===== src/rtl/la_ioringseq.sv =====
// IO-ring power sequencer: enables ring segments LSB-first on power-up and MSB-first on power-down.
// Each step is spaced by a latched delay, and loss of the synchronized io-supply forces an immediate fault shutdown.
module la_ioringseq #(
   parameter int RINGW = 8,
   parameter int DLYW  = 8
) (
   input  logic             clk,
   input  logic             reset,
   input  logic             vddio_ok,
   input  logic             en,
   input  logic [DLYW-1:0]  dly,
   output logic [RINGW-1:0] ioring,
   output logic             ready,
   output logic             busy,
   output logic             fault
);

   localparam int IW = $clog2(RINGW + 1);

   typedef enum logic [2:0] {
      S_OFF,
      S_UP,
      S_ON,
      S_DOWN,
      S_FAULT
   } state_t;

   state_t           state_q, state_d;
   logic             sync1_q, sync_ok_q;
   logic [DLYW-1:0]  cnt_q, cnt_d;
   logic [DLYW-1:0]  dhold_q, dhold_d;
   logic [IW-1:0]    idx_q, idx_d;
   logic [RINGW-1:0] ioring_q, ioring_d;
   logic             ready_q, busy_q, fault_q;
   logic             step;
   logic [RINGW-1:0] up_mask, dn_mask;

   assign step    = (cnt_q == dhold_q);
   assign up_mask = RINGW'(1) << idx_q;
   assign dn_mask = RINGW'(1) << (idx_q - IW'(1));

   always_comb begin
      state_d  = state_q;
      cnt_d    = cnt_q;
      dhold_d  = dhold_q;
      idx_d    = idx_q;
      ioring_d = ioring_q;
      case (state_q)
         S_OFF: begin
            if (en && sync_ok_q) begin
               state_d = S_UP;
               dhold_d = dly;
               cnt_d   = '0;
            end
         end
         S_UP: begin
            if (!sync_ok_q) begin
               state_d  = S_FAULT;
               ioring_d = '0;
               idx_d    = '0;
               cnt_d    = '0;
            end else if (!en) begin
               state_d = S_DOWN;
               dhold_d = dly;
               cnt_d   = '0;
            end else if (step) begin
               ioring_d = ioring_q | up_mask;
               idx_d    = idx_q + IW'(1);
               cnt_d    = '0;
               if (idx_q == IW'(RINGW - 1)) state_d = S_ON;
            end else begin
               cnt_d = cnt_q + DLYW'(1);
            end
         end
         S_ON: begin
            if (!sync_ok_q) begin
               state_d  = S_FAULT;
               ioring_d = '0;
               idx_d    = '0;
               cnt_d    = '0;
            end else if (!en) begin
               state_d = S_DOWN;
               dhold_d = dly;
               cnt_d   = '0;
            end
         end
         S_DOWN: begin
            if (!sync_ok_q) begin
               state_d  = S_FAULT;
               ioring_d = '0;
               idx_d    = '0;
               cnt_d    = '0;
            end else if (en) begin
               // Re-request before any bit was dropped: the ring is already complete.
               if (idx_q == IW'(RINGW)) begin
                  state_d = S_ON;
               end else begin
                  state_d = S_UP;
                  dhold_d = dly;
                  cnt_d   = '0;
               end
            end else if (idx_q == '0) begin
               state_d = S_OFF;
            end else if (step) begin
               ioring_d = ioring_q & ~dn_mask;
               idx_d    = idx_q - IW'(1);
               cnt_d    = '0;
               if (idx_q == IW'(1)) state_d = S_OFF;
            end else begin
               cnt_d = cnt_q + DLYW'(1);
            end
         end
         S_FAULT: begin
            if (!en && sync_ok_q) state_d = S_OFF;
         end
         default: begin
            state_d  = S_OFF;
            ioring_d = '0;
            idx_d    = '0;
            cnt_d    = '0;
         end
      endcase
   end

   always_ff @(posedge clk) begin
      if (reset) begin
         state_q   <= S_OFF;
         sync1_q   <= 1'b0;
         sync_ok_q <= 1'b0;
         cnt_q     <= '0;
         dhold_q   <= '0;
         idx_q     <= '0;
         ioring_q  <= '0;
         ready_q   <= 1'b0;
         busy_q    <= 1'b0;
         fault_q   <= 1'b0;
      end else begin
         sync1_q   <= vddio_ok;
         sync_ok_q <= sync1_q;
         state_q   <= state_d;
         cnt_q     <= cnt_d;
         dhold_q   <= dhold_d;
         idx_q     <= idx_d;
         ioring_q  <= ioring_d;
         ready_q   <= (state_d == S_ON);
         busy_q    <= (state_d == S_UP) || (state_d == S_DOWN);
         fault_q   <= (state_d == S_FAULT);
      end
   end

   assign ioring = ioring_q;
   assign ready  = ready_q;
   assign busy   = busy_q;
   assign fault  = fault_q;

endmodule


===== config.mk =====
export PLATFORM = sky130hd
export DESIGN_NAME = la_ioringseq
export DESIGN_NICKNAME = d
export VERILOG_FILES = /design/src/rtl/la_ioringseq.sv
export SDC_FILE = /design/constraint.sdc
export NUM_CORES = 1
export LEC_CHECK = 0
export ABC_AREA = 0
export CAP_MARGIN = 20
export CORE_AREA = 4 4 66 68
export DETAILED_ROUTE_END_ITERATION = 8
export DIE_AREA = 0 0 70 72
export PLACE_DENSITY = 0.82
export SYNTH_ARGS = -nofsm -noshare
export SYNTH_HDL_FRONTEND = slang
export SYNTH_SLANG_ARGS = --single-unit

===== constraint.sdc =====
create_clock -name clk -period 2.3 [get_ports clk]
set_input_delay 0.46 -clock clk [delete_from_list [all_inputs] [get_ports clk]]
set_output_delay 0.46 -clock clk [all_outputs]
set_load 0.01 [all_outputs]

==> results.tsv <==
metric	value	unit
result of the run	completed	
total CTS buffers	5	
minimum period implied by the final worst setup slack	2.17	ns
Simple-Gate Fraction of Synth Area	0.242	
chip height	72	um
clock insertion delay at the later pin of the skew report	0.29	ns
TritonCTS clock tree	built	
complex-gate fraction of the synthesized area	0.162	
startpoint type of the worst setup path	register	
number of design-rule violations left by the first detailed-router iteration	133	
combinational family with the most area after synthesis	simple AND/OR/NAND/NOR gates	
synthesized area	0.00201	sq mm
vias	1858	
worst reg-to-reg path cell count	6	
source of the critical timing path	idx_q[0]	
wire length of the first global-routing pass	8.00	mm
most used standard cells in the synthesized netlist	sky130_fd_sc_hd__dfxtp_1, sky130_fd_sc_hd__nor2_1, sky130_fd_sc_hd__nand2_1	
number of resized instances in the post-cts repair step	0	
total nets after synthesis	255	
number of nets with antenna violations after routing	0	
highest ir drop seen on vdd	387	uV
number of setup violations in the final report	0	
buffer levels on the longest clock path	2	
TritonCTS sink count	36	
category of the worst setup path capture point	register	
Ant. Diodes	0	
hold-fix buffer count after cts	0	
LEAKAGE	0.965	nW
overall power consumption	1.19	mW
max-cap check violation count	0	
horizontal die dimension	70	um
count of H-tree levels built during CTS	2	
number of detailed-routing iterations run before antenna repair	4	
I/O pins	23	
top cells by area, synth	sky130_fd_sc_hd__dfxtp_1, sky130_fd_sc_hd__ha_1, sky130_fd_sc_hd__xor2_1	
adder and majority gate portion of the synthesized area	0.0684	
startpoint of the lowest-slack register-to-register path	idx_q[0]	
total count of max-transition violations in the final report	0	
wire length reported by the detailed router	4.69	mm
cell type with the largest total area after synthesis	sky130_fd_sc_hd__dfxtp_1	
Seq/Total Area, Yosys	0.358	
number of global-route vias before repair	1839	
maximum number of pins on one net before global-route repair	16	
maximum clock frequency	0.462	GHz
Clock Root Buffer	sky130_fd_sc_hd__clkbuf_8	
number of cells in the design after placement	318	
end of the critical path	idx_q[3]	
Top FF cell, synth	sky130_fd_sc_hd__dfxtp_1	
endpoint required time on the critical path	2.49	ns
worst min-delay path class	reg -> reg	
Max-Slew Margin vs Limit	0.617	
period utilization	0.942	
Final Hold Slack	0.442	ns
final worst clock skew	0.0127	ns
Power Density	470	mW/mm^2
xor-xnor portion of the synthesized cell area	0.0783	
CORE AREA	0.00386	sq mm
Rows	23	
Syn Area/Cell	8.68	sq um
Distinct cells, synth	48	
synthesis-to-layout area growth	25.5	%
Yosys reg bits	36	
largest fanout of any net on the critical path	7	
RSZ-0062 raised after global routing	no	
mux cell area share after synthesis	0.0597	
antenna violations before repair	0	
Port Buffer Count	22	
setup bufs post-CTS	0	
post-route cell area	0.00253	sq mm
terminus of the critical flop-to-flop path	idx_q[3]	
final hold violation count	0	
EDFF count, synth	0	
combined global-route utilization of all metal layers	0.193	
Worst-Margin Slew	0.571	ns
final non-filler cell total	326	
area fraction of the dominant cell type after synthesis	0.358	
Detailed Place HPWL	3.52	mm
reg-to-reg slack, setup	0.13	ns
die footprint	0.00504	sq mm
setup_tns	0	ns
cell with the most instances after synthesis	sky130_fd_sc_hd__dfxtp_1	
gr ovfl total	0	
critical path data arrival time	2.36	ns
Worst Path Class, Setup	reg -> reg	
share of cells above drive strength 1	0.127	
remaining design rule violation count	0	
async set-or-reset flop fraction in the synthesized netlist	0	
starting density of the core	0.522	
layout net count	298	
synthesized instance count	232	
dpl cell area	0.00244	sq mm
drt via density	5.70	
Syn. warnings	0	
final weighted congestion of routability-driven global placement	0.931	
DR WL/cell	14.4	um
clock-pin slew on the worst setup and hold paths	0.08	ns
## flip-flops by register name, indices dropped and copies added, names as in the netlist
signal and count:
fault 1, idx_q 4, sync1_q 1, dhold_q 8
cnt_q 8, ioring 8, state_q 3, sync_ok_q 1
ready 1, busy 1
## where the power goes
| part | switching, mW | internal, mW |
|---|---|---|
| Combinational | 0.0566 | 0.0546 |
| Clock | 0.229 | 0.211 |
| Sequential | 0.00505 | 0.630 |
## how the worst min path moves through the flow
stage                end  slack [ns]     from  cells past startpoint
2_1_floorplan  sync_ok_q        0.41  sync1_q                      1
3_3_place_gp   sync_ok_q        0.43  sync1_q                      1
3_5_place_dp   sync_ok_q        0.43  sync1_q                      1
4_1_cts        sync_ok_q        0.45  sync1_q                      1
5_1_grt        sync_ok_q        0.48  sync1_q                      1
6_report       sync_ok_q        0.44  sync1_q                      1
## layout make-up
cell class,count,area (sq um)
multi-input cells,181,1230
inverters,6,22.5
flip-flops and latches,36,721
repair buffers,45,405
well taps,50,62.6
fillers,327,1330
clock buffers,5,68.8
clock inverters,3,18.8
## through the flow
| stage | setup slack [ns] | utilization |
|---|---|---|
| detailed placement | -0.121 | 0.633 |
| finish | 0.134 | 0.655 |
| global route | 0.00864 | 0.655 |
| global placement | -0.0818 | 0.633 |
| CTS | 0.144 | 0.655 |
| floorplan | 0.291 | - |
## critical path, stage by stage (launching register included)
cell and delay [ns]:
sky130_fd_sc_hd__dfxtp_1 0.47, sky130_fd_sc_hd__inv_1 0.10, sky130_fd_sc_hd__ha_1 0.30, sky130_fd_sc_hd__a21bo_2 0.23, sky130_fd_sc_hd__a311o_1 0.37, sky130_fd_sc_hd__or3_1 0.33, sky130_fd_sc_hd__o32ai_1 0.26
## cells in the final DEF (no fill, tap or decap), types with 2 or more instances in the layout
master,synthesis,layout
sky130_fd_sc_hd__dfxtp_1,36,36
sky130_fd_sc_hd__nor2_1,23,23
sky130_fd_sc_hd__nand2_1,22,22
sky130_fd_sc_hd__clkdlybuf4s50_1,0,22
sky130_fd_sc_hd__buf_4,1,22
sky130_fd_sc_hd__xor2_1,14,14
sky130_fd_sc_hd__mux2i_1,12,12
sky130_fd_sc_hd__a21oi_1,12,12
sky130_fd_sc_hd__ha_1,11,11
sky130_fd_sc_hd__nand3_1,8,8
sky130_fd_sc_hd__a211oi_1,8,8
sky130_fd_sc_hd__nor3_1,7,7
sky130_fd_sc_hd__nor2b_1,6,6
sky130_fd_sc_hd__inv_1,5,5
sky130_fd_sc_hd__clkbuf_8,0,5
sky130_fd_sc_hd__xnor2_1,4,4
sky130_fd_sc_hd__nor4_1,4,4
sky130_fd_sc_hd__and3_1,4,4
sky130_fd_sc_hd__nand3b_1,3,3
sky130_fd_sc_hd__and2_1,3,3
sky130_fd_sc_hd__nor3b_1,3,3
sky130_fd_sc_hd__o22ai_1,3,3
sky130_fd_sc_hd__a41oi_1,3,3
sky130_fd_sc_hd__nand2b_1,2,2
sky130_fd_sc_hd__o21ai_0,2,2
sky130_fd_sc_hd__a31oi_1,2,2
sky130_fd_sc_hd__nor4b_1,2,2
sky130_fd_sc_hd__o2111ai_1,2,2
sky130_fd_sc_hd__or4_1,2,2
sky130_fd_sc_hd__nand4_1,2,2
sky130_fd_sc_hd__a311oi_1,2,2
sky130_fd_sc_hd__clkinv_2,0,2
## metal layers
metal / vias up / track usage / part of all wire
met2: 42 / 0.337 / 0.49
met1: 879 / 0.235 / 0.45
met4: 0 / 0.0702 / 0.020
li1: 924 / - / -
met3: 13 / 0.0429 / 0.038
met5: - / 0 / 0
## kinds of logic (layout without fill, tap and decap cells)
| kind of cell | Yosys count | count (layout) |
|---|---|---|
| AO/OA/AOI/OAI | 45 | 45 |
| XOR/XNOR | 18 | 18 |
| adder cells (fa/ha/maj) | 11 | 11 |
| buffers and inverters | 15 | 59 |
| flip-flops | 36 | 36 |
| multiplexers | 12 | 12 |
| AND/OR/NAND/NOR | 95 | 95 |
(Power assumes the default switching activity.)
